[src/rtl/mem_arb_pkg.sv]
// Shared defaults and types for the memory-port arbiter.
// Holds the default bus/line geometry and the arbiter state encoding.
package mem_arb_pkg;

    localparam int unsigned ADDR_W_DEF     = 64;
    localparam int unsigned DATA_W_DEF     = 64;
    localparam int unsigned LINE_BEATS_DEF = 8;

    // Arbiter states: idle/grant, I refill read, D line read, D write-back.
    typedef enum logic [1:0] {
        ST_IDLE = 2'd0,
        ST_I_RD = 2'd1,
        ST_D_RD = 2'd2,
        ST_D_WR = 2'd3
    } state_e;

endpackage

[src/rtl/mem_arb_if.sv]
// External memory bus between the arbiter (master) and the memory slave.
// Ports carried:
//   m_addr  master->slave  beat byte address
//   m_rd    master->slave  read strobe, held for the whole burst
//   m_wr    master->slave  write strobe, held for the whole burst
//   m_wdata master->slave  write beat data
//   m_rdata slave->master  read beat data
//   m_ack   slave->master  current beat completes this cycle
interface mem_arb_if
    import mem_arb_pkg::*;
#(
    parameter int unsigned ADDR_W = ADDR_W_DEF,
    parameter int unsigned DATA_W = DATA_W_DEF
);

    logic [ADDR_W-1:0] m_addr;
    logic              m_rd;
    logic              m_wr;
    logic [DATA_W-1:0] m_wdata;
    logic [DATA_W-1:0] m_rdata;
    logic              m_ack;

    modport master (
        output m_addr, m_rd, m_wr, m_wdata,
        input  m_rdata, m_ack
    );

    modport slave (
        input  m_addr, m_rd, m_wr, m_wdata,
        output m_rdata, m_ack
    );

endinterface

[src/rtl/mem_arb_burst_cnt.sv]
// Beat counter for one line burst.
// Ports:
//   clk, rst_n  clock, async active-low reset
//   inc_i       advance to the next beat (wraps after the last beat)
//   clr_i       force back to beat 0
//   cnt_o       current beat index
//   last_o      current beat is the final beat of the line
module mem_arb_burst_cnt #(
    parameter int unsigned LINE_BEATS = 8
) (
    input  logic                          clk,
    input  logic                          rst_n,
    input  logic                          inc_i,
    input  logic                          clr_i,
    output logic [$clog2(LINE_BEATS)-1:0] cnt_o,
    output logic                          last_o
);

    localparam int unsigned CNT_W = $clog2(LINE_BEATS);

    logic [CNT_W-1:0] cnt_q;
    logic [CNT_W-1:0] cnt_d;

    // Power-of-two line length, so plain overflow is the wrap to 0.
    always_comb begin
        cnt_d = cnt_q;
        if (clr_i) begin
            cnt_d = '0;
        end else if (inc_i) begin
            cnt_d = cnt_q + CNT_W'(1);
        end
    end

    always_ff @(posedge clk or negedge rst_n) begin
        if (!rst_n) begin
            cnt_q <= '0;
        end else begin
            cnt_q <= cnt_d;
        end
    end

    assign cnt_o  = cnt_q;
    assign last_o = (cnt_q == CNT_W'(LINE_BEATS - 1));

endmodule

[src/rtl/mem_arb.sv]
// Arbiter sharing one external memory port between the I-fetch refill
// requester and the D read/write-back requester. Runs fixed-length line
// bursts, round-robins on ties and produces the pipeline stall (busy) flags.
// Ports:
//   clk, rst_n                     clock, async active-low reset
//   i_req/i_addr                   I refill request and line address
//   i_rdata/i_beat/i_done/i_busy   I read data, beat valid, last beat, busy
//   d_rd/d_wr/d_addr/d_wdata       D read / write-back request, address, write data
//   d_rdata/d_beat/d_done          D read data, beat accepted/valid, last beat
//   d_busy_rd/d_busy_wr            D read / write pending or in service
//   mem                            external memory bus (master side)
module mem_arb
    import mem_arb_pkg::*;
#(
    parameter int unsigned ADDR_W     = ADDR_W_DEF,
    parameter int unsigned DATA_W     = DATA_W_DEF,
    parameter int unsigned LINE_BEATS = LINE_BEATS_DEF
) (
    input  logic              clk,
    input  logic              rst_n,
    input  logic              i_req,
    input  logic [ADDR_W-1:0] i_addr,
    output logic [DATA_W-1:0] i_rdata,
    output logic              i_beat,
    output logic              i_done,
    output logic              i_busy,
    input  logic              d_rd,
    input  logic              d_wr,
    input  logic [ADDR_W-1:0] d_addr,
    input  logic [DATA_W-1:0] d_wdata,
    output logic [DATA_W-1:0] d_rdata,
    output logic              d_beat,
    output logic              d_done,
    output logic              d_busy_rd,
    output logic              d_busy_wr,
    mem_arb_if.master         mem
);

    localparam int unsigned CNT_W  = $clog2(LINE_BEATS);
    localparam int unsigned OFF_W  = $clog2(DATA_W / 8);
    localparam int unsigned LINE_W = CNT_W + OFF_W;
    localparam int unsigned BASE_W = ADDR_W - LINE_W;

    state_e            state_q, state_d;
    logic              last_d_q, last_d_d;
    logic [BASE_W-1:0] base_q, base_d;

    logic [CNT_W-1:0]  cnt;
    logic              cnt_last;
    logic              cnt_inc;
    logic              cnt_clr;
    logic              rd_c;
    logic              wr_c;
    logic              i_pend;
    logic              d_pend;

    // Line offset bits of the request addresses are deliberately dropped.
    logic              unused_offsets;
    assign unused_offsets = ^{i_addr[LINE_W-1:0], d_addr[LINE_W-1:0]};

    assign i_pend = i_req;
    assign d_pend = d_rd | d_wr;

    mem_arb_burst_cnt #(
        .LINE_BEATS (LINE_BEATS)
    ) u_cnt (
        .clk    (clk),
        .rst_n  (rst_n),
        .inc_i  (cnt_inc),
        .clr_i  (cnt_clr),
        .cnt_o  (cnt),
        .last_o (cnt_last)
    );

    // State, grant history and latched line base.
    always_ff @(posedge clk or negedge rst_n) begin
        if (!rst_n) begin
            state_q  <= ST_IDLE;
            last_d_q <= 1'b0;
            base_q   <= '0;
        end else begin
            state_q  <= state_d;
            last_d_q <= last_d_d;
            base_q   <= base_d;
        end
    end

    // Grant in IDLE, beat/done pulses and burst termination.
    always_comb begin
        state_d  = state_q;
        last_d_d = last_d_q;
        base_d   = base_q;
        cnt_inc  = 1'b0;
        cnt_clr  = 1'b0;
        rd_c     = 1'b0;
        wr_c     = 1'b0;
        i_beat   = 1'b0;
        i_done   = 1'b0;
        d_beat   = 1'b0;
        d_done   = 1'b0;

        case (state_q)
            ST_IDLE: begin
                cnt_clr = 1'b1;
                // On a tie D wins unless it had the previous grant.
                if (d_pend && (!i_pend || !last_d_q)) begin
                    state_d  = d_wr ? ST_D_WR : ST_D_RD;
                    last_d_d = 1'b1;
                    base_d   = d_addr[ADDR_W-1:LINE_W];
                end else if (i_pend) begin
                    state_d  = ST_I_RD;
                    last_d_d = 1'b0;
                    base_d   = i_addr[ADDR_W-1:LINE_W];
                end
            end
            ST_I_RD: begin
                rd_c = 1'b1;
                if (mem.m_ack) begin
                    cnt_inc = 1'b1;
                    i_beat  = 1'b1;
                    i_done  = cnt_last;
                    if (cnt_last) begin
                        state_d = ST_IDLE;
                    end
                end
            end
            ST_D_RD, ST_D_WR: begin
                rd_c = (state_q == ST_D_RD);
                wr_c = (state_q == ST_D_WR);
                if (mem.m_ack) begin
                    cnt_inc = 1'b1;
                    d_beat  = 1'b1;
                    d_done  = cnt_last;
                    if (cnt_last) begin
                        state_d = ST_IDLE;
                    end
                end
            end
            default: begin
                state_d = ST_IDLE;
            end
        endcase
    end

    assign mem.m_rd    = rd_c;
    assign mem.m_wr    = wr_c;
    assign mem.m_addr  = (rd_c | wr_c) ? {base_q, cnt, {OFF_W{1'b0}}} : '0;
    assign mem.m_wdata = wr_c ? d_wdata : '0;

    assign i_rdata = mem.m_rdata;
    assign d_rdata = mem.m_rdata;

    // Stall flags drop in the done cycle so the pipeline restarts promptly.
    assign i_busy    = i_req & ~i_done;
    assign d_busy_rd = d_rd & ~d_wr & ~d_done;
    assign d_busy_wr = d_wr & ~d_done;

endmodule
[src/flat_wrapper.sv]
// flat-port wrapper written by rule: the top's interface ports become plain ports
module mem_arb_flat import mem_arb_pkg::*;
#(
    parameter int unsigned ADDR_W     = ADDR_W_DEF,
    parameter int unsigned DATA_W     = DATA_W_DEF,
    parameter int unsigned LINE_BEATS = LINE_BEATS_DEF
)
  (clk, rst_n, i_req, i_addr, i_rdata, i_beat, i_done, i_busy, d_rd, d_wr, d_addr, d_wdata, d_rdata, d_beat, d_done, d_busy_rd, d_busy_wr, mem_m_addr, mem_m_rd, mem_m_wr, mem_m_wdata, mem_m_rdata, mem_m_ack);
  mem_arb_if #(.ADDR_W(ADDR_W), .DATA_W(DATA_W)) mem_i ();
  input  logic clk;
  input  logic rst_n;
  input  logic i_req;
  input  logic [ADDR_W-1:0] i_addr;
  output logic [DATA_W-1:0] i_rdata;
  output logic i_beat;
  output logic i_done;
  output logic i_busy;
  input  logic d_rd;
  input  logic d_wr;
  input  logic [ADDR_W-1:0] d_addr;
  input  logic [DATA_W-1:0] d_wdata;
  output logic [DATA_W-1:0] d_rdata;
  output logic d_beat;
  output logic d_done;
  output logic d_busy_rd;
  output logic d_busy_wr;
  output wire logic [$bits(mem_i.m_addr)-1:0] mem_m_addr;
  output wire logic [$bits(mem_i.m_rd)-1:0] mem_m_rd;
  output wire logic [$bits(mem_i.m_wr)-1:0] mem_m_wr;
  output wire logic [$bits(mem_i.m_wdata)-1:0] mem_m_wdata;
  input wire logic [$bits(mem_i.m_rdata)-1:0] mem_m_rdata;
  input wire logic [$bits(mem_i.m_ack)-1:0] mem_m_ack;
  assign mem_m_addr = mem_i.m_addr;
  assign mem_m_rd = mem_i.m_rd;
  assign mem_m_wr = mem_i.m_wr;
  assign mem_m_wdata = mem_i.m_wdata;
  assign mem_i.m_rdata = mem_m_rdata;
  assign mem_i.m_ack = mem_m_ack;
  mem_arb #(.ADDR_W(ADDR_W), .DATA_W(DATA_W), .LINE_BEATS(LINE_BEATS)) u_core (.clk(clk), .rst_n(rst_n), .i_req(i_req), .i_addr(i_addr), .i_rdata(i_rdata), .i_beat(i_beat), .i_done(i_done), .i_busy(i_busy), .d_rd(d_rd), .d_wr(d_wr), .d_addr(d_addr), .d_wdata(d_wdata), .d_rdata(d_rdata), .d_beat(d_beat), .d_done(d_done), .d_busy_rd(d_busy_rd), .d_busy_wr(d_busy_wr), .mem(mem_i));
endmodule
[config.mk]
export PLATFORM = sky130hd
export DESIGN_NAME = mem_arb_flat
export DESIGN_NICKNAME = d
export VERILOG_FILES = /design/src/rtl/mem_arb_pkg.sv /design/src/rtl/mem_arb_if.sv /design/src/rtl/mem_arb_burst_cnt.sv /design/src/rtl/mem_arb.sv /design/src/flat_wrapper.sv
export SDC_FILE = /design/constraint.sdc
export NUM_CORES = 1
export LEC_CHECK = 0
export BUFFER_PORTS_ARGS = -buffer_cell sky130_fd_sc_hd__buf_4
export CORE_AREA = 2 2 203 205
export CTS_BUF_LIST = sky130_fd_sc_hd__clkbuf_16
export DETAILED_ROUTE_END_ITERATION = 10
export DIE_AREA = 0 0 205 207
export SYNTH_ARGS = -nofsm -noshare
export SYNTH_HDL_FRONTEND = slang
export SYNTH_HIERARCHICAL = 1
export SYNTH_SLANG_ARGS = --single-unit
[constraint.sdc]
create_clock -name clk -period 1.86 [get_ports clk]
set_input_delay 0.279 -clock clk [delete_from_list [all_inputs] [get_ports clk]]
set_output_delay 0.279 -clock clk [all_outputs]
set_load 0.02 [all_outputs]
==> results of run 1 <==
cell families (layout without fill, tap and decap cells):
kind of cell,Yosys count,in the layout,share of synthesized area [%]
AND/OR/NAND/NOR,196,196,21.6
flip-flops,64,64,32.2
XOR/XNOR,1,1,0.176
adder cells (fa/ha/maj),8,8,2.02
AO/OA/AOI/OAI,65,65,7.13
multiplexers,60,60,12.1
buffers and inverters,166,374,24.7
other,1,3,0.0755
cells in the mapped netlist:
cell,count,area (um2)
buf_4,138,1040
and2_1,66,413
dfrtp_1,64,1600
nor2b_1,64,400
mux2i_1,60,601
nand2_1,58,218
o21ai_0,39,195
o21ai_1,20,100
clkbuf_1,15,56.3
ha_1,8,100
buf_8,6,90.1
nor2_1,4,15.0
clkbuf_2,3,15.0
buf_6,2,22.5
inv_1,2,7.51
a21oi_1,1,5.00
a22o_1,1,8.76
a2bb2oi_2,1,15.0
a32o_1,1,10.0
and3_1,1,6.26
conb_1,1,3.75
nand2b_1,1,6.26
nand3_1,1,5.00
nand3b_1,1,7.51
o21a_1,1,7.51
o31ai_2,1,12.5
xnor2_1,1,8.76
tightest hold or removal path: cells and delay by family:
| family | cells | cell delay (ns) |
|---|---|---|
| buf+inv | 1 | 0.07 |
| mux | 1 | 0.05 |
| compound gates | 1 | 0.10 |
cell usage in the layout, fill, tap and decap left out, types with 2 or more instances in the layout:
master,count
and2_1,18
and2_4,48
buf_12,15
buf_16,3
buf_4,247
buf_6,84
clkbuf_16,14
clkinv_2,2
clkinv_4,2
conb_1,3
dfrtp_1,62
dfrtp_2,2
ha_2,5
ha_4,3
mux2i_1,60
nand2_1,58
nor2_1,4
nor2b_1,32
nor2b_2,6
nor2b_4,26
o21ai_0,39
o21ai_1,20
routing by layer:
layer | vias up | part of all wire, % | global-route usage (%)
li1 | 2079 | - | -
met1 | 1990 | 35 | 10.2
met2 | 267 | 51 | 18.0
met3 | 65 | 9.8 | 4.36
met4 | 0 | 4.3 | 5.63
met5 | - | 0 | 0
registers in the layout, indices dropped and copies added, names as in the netlist:
register / count
u_core/state_q: 2
u_core/base_q: 58
u_core/last_d_q: 1
u_core/u_cnt/cnt_o: 3
through the flow:
step	std cells	utilization [%]	instance area, um2
5_1_grt	1303	20.9	8440
4_1_cts	1292	19.0	7650
3_3_place_gp	1263	17.4	7030
3_5_place_dp	1263	17.4	7030
6_report	1303	20.9	8440
2_1_floorplan	563	-	4970
report_power, final:
group          total (W)  switching [W]  internal [W]
sequential       0.00247       0.000382       0.00209
combinational    0.00971        0.00483       0.00488
clock            0.00172       0.000805      0.000918
total             0.0139        0.00601       0.00789
layout make-up:
class	instances	area [um2]	area share, %
inverter	2	10.0	0.119
clock inverter	7	55.1	0.652
sequential	64	1600	19.0
timing repair buffer	356	3330	39.5
tap	532	666	7.88
clock buffer	9	225	2.67
multi-input combinational	333	2550	30.2
path summary, 6_finish.rpt:
path,start,slack (ns),to,cells past startpoint
max,u_core/state_q[1],-0.10,mem_m_wdata[50],5
min reg2reg,u_core/base_q[40],0.47,u_core/base_q[40],2
max reg2reg,u_core/state_q[1],0.13,u_core/base_q[17],7
min in group asynchronous,rst_n,0.39,u_core/base_q[52],2
max in group asynchronous,rst_n,0.85,u_core/base_q[20],3
min,i_addr[30],0.18,u_core/base_q[24],3
repair_timing:
item,4_1_cts,5_1_grt
hold buffers,1,0
hold endpoints to repair,24,0
setup endpoints to repair,130,176
cloned,3,6
gates resized for setup,44,161
setup buffers,9,5
pin swaps,5,3
==> out/results.txt, run 1 <==
Die area: 0.0424 mm2
Post-layout min period: 1.96 ns
YS warnings: 6
Fin crit share: 106%
Total track usage: 10.3%
CTS tree: done
Total Power: 0.0139 W
Sequential-to-total area share from yosys stat: 32.2%
Peak VDD IR: 0.000809 V
Path category of the worst min-delay check: primary input to register
CTS Sinks: 64
Final nets: 1036
DP Worst Slack: 0.143 ns
DR vias: 4401
RSZ-0062 raised after global routing: true
Crit path cell chain: ha_4 -> buf_12 -> clkbuf_16 -> and2_1 -> buf_4
Port buffer count: 319
Pwr/cell area: 1650 mW/mm2
Max-slew violations: 0
Static leakage: 4.15 nW
Netlist cell types: 27
CTS buffer count: 9
Vias in the first global route: 4496
DRT iter0 DRCs: 96
Crit Path Max Fanout: 16
Final Hold Fails: 0
CP peak stage delay: 0.47 ns
CP Capture Type: output port
Seq cells post-synth: 64
Worst path bufs/invs: 3
Slowest-stage cell, CP: dfrtp_2
Largest net degree at the start of global routing: 61
Final setup vio count: 100
Area Overhead vs Synth: 70.0%
I/O pins: 527
Rows: 74
CTS root buffer: clkbuf_16
GRT overflow: 0
Final Routed Wirelength: 24000 um
Mapped cell area: 0.00497 mm2
Status: finished, violations left
Via/cell ratio: 3.38
Critical path data required time: 1.58 ns
Antenna fix cells: 0
Failing checks: setup timing
Die Y: 207 um
DP HPWL: 17500 um
WL/cell: 18.4 um
TNS Setup: -4.87 ns
Final Wtd Congestion: 0.713
First-pass GRT wire length: 30500 um
Mean Syn Cell Area: 8.85 um2
H-tree levels: 3
Critical path class: register to output port
First-pass DRT Iterations: 4
Area of the core: 0.0404 mm2
Residual DRC: 0
Startpoint type of the worst setup path: register
Hold Slack: 0.182 ns
Clock transition at path regs: 0.08 ns
Syn Inst Count: 561
Worst skew pair latency: 0.37 ns
Initial Util: 12.3%
Final ANT Viol Nets: 0
Max-Cap Viols: 0
Fillers: 4446
Die X-Extent: 205 um
F_max: 509 MHz
Crit path DAT: 1.69 ns
Crit path max-delay family: flip-flops
Final WS setup: -0.105 ns
CTS Buffer Depth: 2
Share of layout cells above drive strength 1: 60.4%
Initial antenna violation count: 1
Clock Skews: 0.0140 ns
No activity file was read; power rests on OpenSTA's default activity.
==> inputs of run 2 (changes only) <==
--- a/config.mk
+++ b/config.mk
@@ -6,10 +6,10 @@
 export NUM_CORES = 1
 export LEC_CHECK = 0
 export BUFFER_PORTS_ARGS = -buffer_cell sky130_fd_sc_hd__buf_4
-export CORE_AREA = 2 2 203 205
+export CORE_AREA = 2 2 207 209
 export CTS_BUF_LIST = sky130_fd_sc_hd__clkbuf_16
 export DETAILED_ROUTE_END_ITERATION = 10
-export DIE_AREA = 0 0 205 207
+export DIE_AREA = 0 0 209 211
 export SYNTH_ARGS = -nofsm -noshare
 export SYNTH_HDL_FRONTEND = slang
 export SYNTH_HIERARCHICAL = 1
==> constraint.sdc (replaced) <==
create_clock -name clk -period 2.5 [get_ports clk]
set_input_delay 0.375 -clock clk [delete_from_list [all_inputs] [get_ports clk]]
set_output_delay 0.375 -clock clk [all_outputs]
set_load 0.02 [all_outputs]
==> run 2 against run 1 <==
  * Critical path depth is the same
  * The flow now finishes without violations
  * Non-clock buffer count shrank 27
  * Critical path type unchanged
  * Cell count shrank 1.5%
  * Largest power group unchanged
==> out/results.txt, run 2 (same netlist as run 1, synthesis figures left out) <==
Max-Cap Viols: 0
Static leakage: 3.67 nW
Via/cell ratio: 3.31
WL/cell: 17.9 um
Largest Register: u_core/base_q
Worst skew pair latency: 0.36 ns
Slew @ Worst Pin: 0.917 ns
Met3 Wirelength: 2150 um
Final nets: 1009
CTS resizes: 0
Worst path bufs/invs: 3
CP Capture Type: output port
DRT iter0 DRCs: 139
DP HPWL: 18900 um
Area Overhead vs Synth: 46.3%
M1 wire length: 8320 um
Number of flip-flops under the largest register name: 58
Post-layout min period: 2.24 ns
Crit Path Max Fanout: 24
Rows: 75
Peak VDD IR: 0.000493 V
Final ANT Viol Nets: 0
Crit path DAT: 1.87 ns
Initial antenna violation count: 2
CTS Buffer Depth: 2
Slowest-stage cell, CP: dfrtp_1
Critical path depth: 5
First-pass DRT Iterations: 4
Area of the core: 0.0418 mm2
Final Routed Wirelength: 22900 um
Reg2Reg Depth: 6
Initial Util: 11.9%
CP peak stage delay: 0.42 ns
I/O pins: 527
CTS buffer count: 9
Crit path max-delay family: buffers and inverters
Final Hold Fails: 0
Uppermost routed layer: met5
Die X-Extent: 209 um
Fin crit share: 89.7%
Die area: 0.0441 mm2
Clock transition at path regs: 0.06 ns
Vias in the first global route: 4470
Startpoint type of the worst setup path: register
Crit path cell chain: inv_1 -> ha_4 -> buf_12 -> nor2b_1 -> buf_4
Residual DRC: 0
Pwr/cell area: 1160 mW/mm2
CTS Hold Bufs: 0
RSZ-0062 raised after global routing: false
Die Y: 211 um
Postcts setup bufs: 0
First-pass GRT wire length: 31500 um
Port buffer count: 319
Commonest non-fill, non-tap cell in the layout: buf_4
CTS tree: done
Antenna fix cells: 0
Clock Skews: 0.00817 ns
Final Wtd Congestion: 0.741
CTS Sinks: 64
Total Power: 0.00843 W
DR vias: 4253
TNS Setup: 0 ns
Relative slew slack: 38.8%
CTS root buffer: clkbuf_16
F_max: 446 MHz
Status: completed
Total track usage: 10.2%
GRT overflow: 0
Largest net degree at the start of global routing: 75
Share of layout cells above drive strength 1: 46.6%
Most frequent cells in the layout: buf_4, and2_1, nor2b_1, dfrtp_1, mux2i_1
Max-slew violations: 0
Path category of the worst min-delay check: primary input to async pin
Critical path class: register to output port
Final setup vio count: 0
Met2 WL: 11700 um
H-tree levels: 3
Hold Slack: 0.141 ns
Critical path data required time: 2.12 ns
run 2: cell count changes in the layout (fill, tap and decap cells not counted), moves of 3 or more:
cell / delta
buf_6: -84
buf_4: +77
and2_1: +48
and2_4: -48
nor2b_1: +32
nor2b_4: -26
buf_12: -10
ha_1: +6
nor2b_2: -6
clkbuf_16: -5
ha_2: -4
buf_16: -3
run 2: final cells by class:
cell class                 count  area (um2)
clock buffer                   9         225
clock inverter                 7        45.0
fill                        4687       34500
inverter                       2        7.51
multi-input combinational    333        2180
sequential                    64        1600
tap                          539         674
timing repair buffer         329        2530
run 2: path summary, 6_finish.rpt:
check / startpoint / endpoint / slack [ns]
worst max-delay path: u_core/state_q[0] / mem_m_addr[30] / 0.26
worst min-delay path: rst_n / u_core/base_q[54] / 0.14
worst max register to register: u_core/state_q[0] / u_core/base_q[28] / 0.74
worst min register to register: u_core/base_q[1] / u_core/base_q[1] / 0.47
max in group asynchronous: rst_n / u_core/base_q[28] / 1.75
min in group clk: i_addr[27] / u_core/base_q[21] / 0.29
run 2: report_power, final:
group / total, W / switching (W) / leakage (nW) / internal, W
Clock: 0.00124 / 0.000572 / 0.127 / 0.000670
Combinational: 0.00538 / 0.00312 / 2.76 / 0.00226
Sequential: 0.00182 / 0.000265 / 0.790 / 0.00155
run 2: stage by stage:
stage	cell area [um2]	worst slack [ns]	instances	util [%]
global placement	7000	0.685	1267	16.8
CTS	7270	0.231	1283	17.4
finish	7270	0.257	1283	17.4
floorplan	4970	0.594	563	-
global route	7270	0.143	1283	17.4
detailed placement	7000	0.648	1267	16.8
run 2: metal layers:
layer	track usage, %	up-vias
li1	-	2022
met1	10.6	1877
met2	18.1	288
met3	4.24	62
met4	4.73	4
met5	0	-
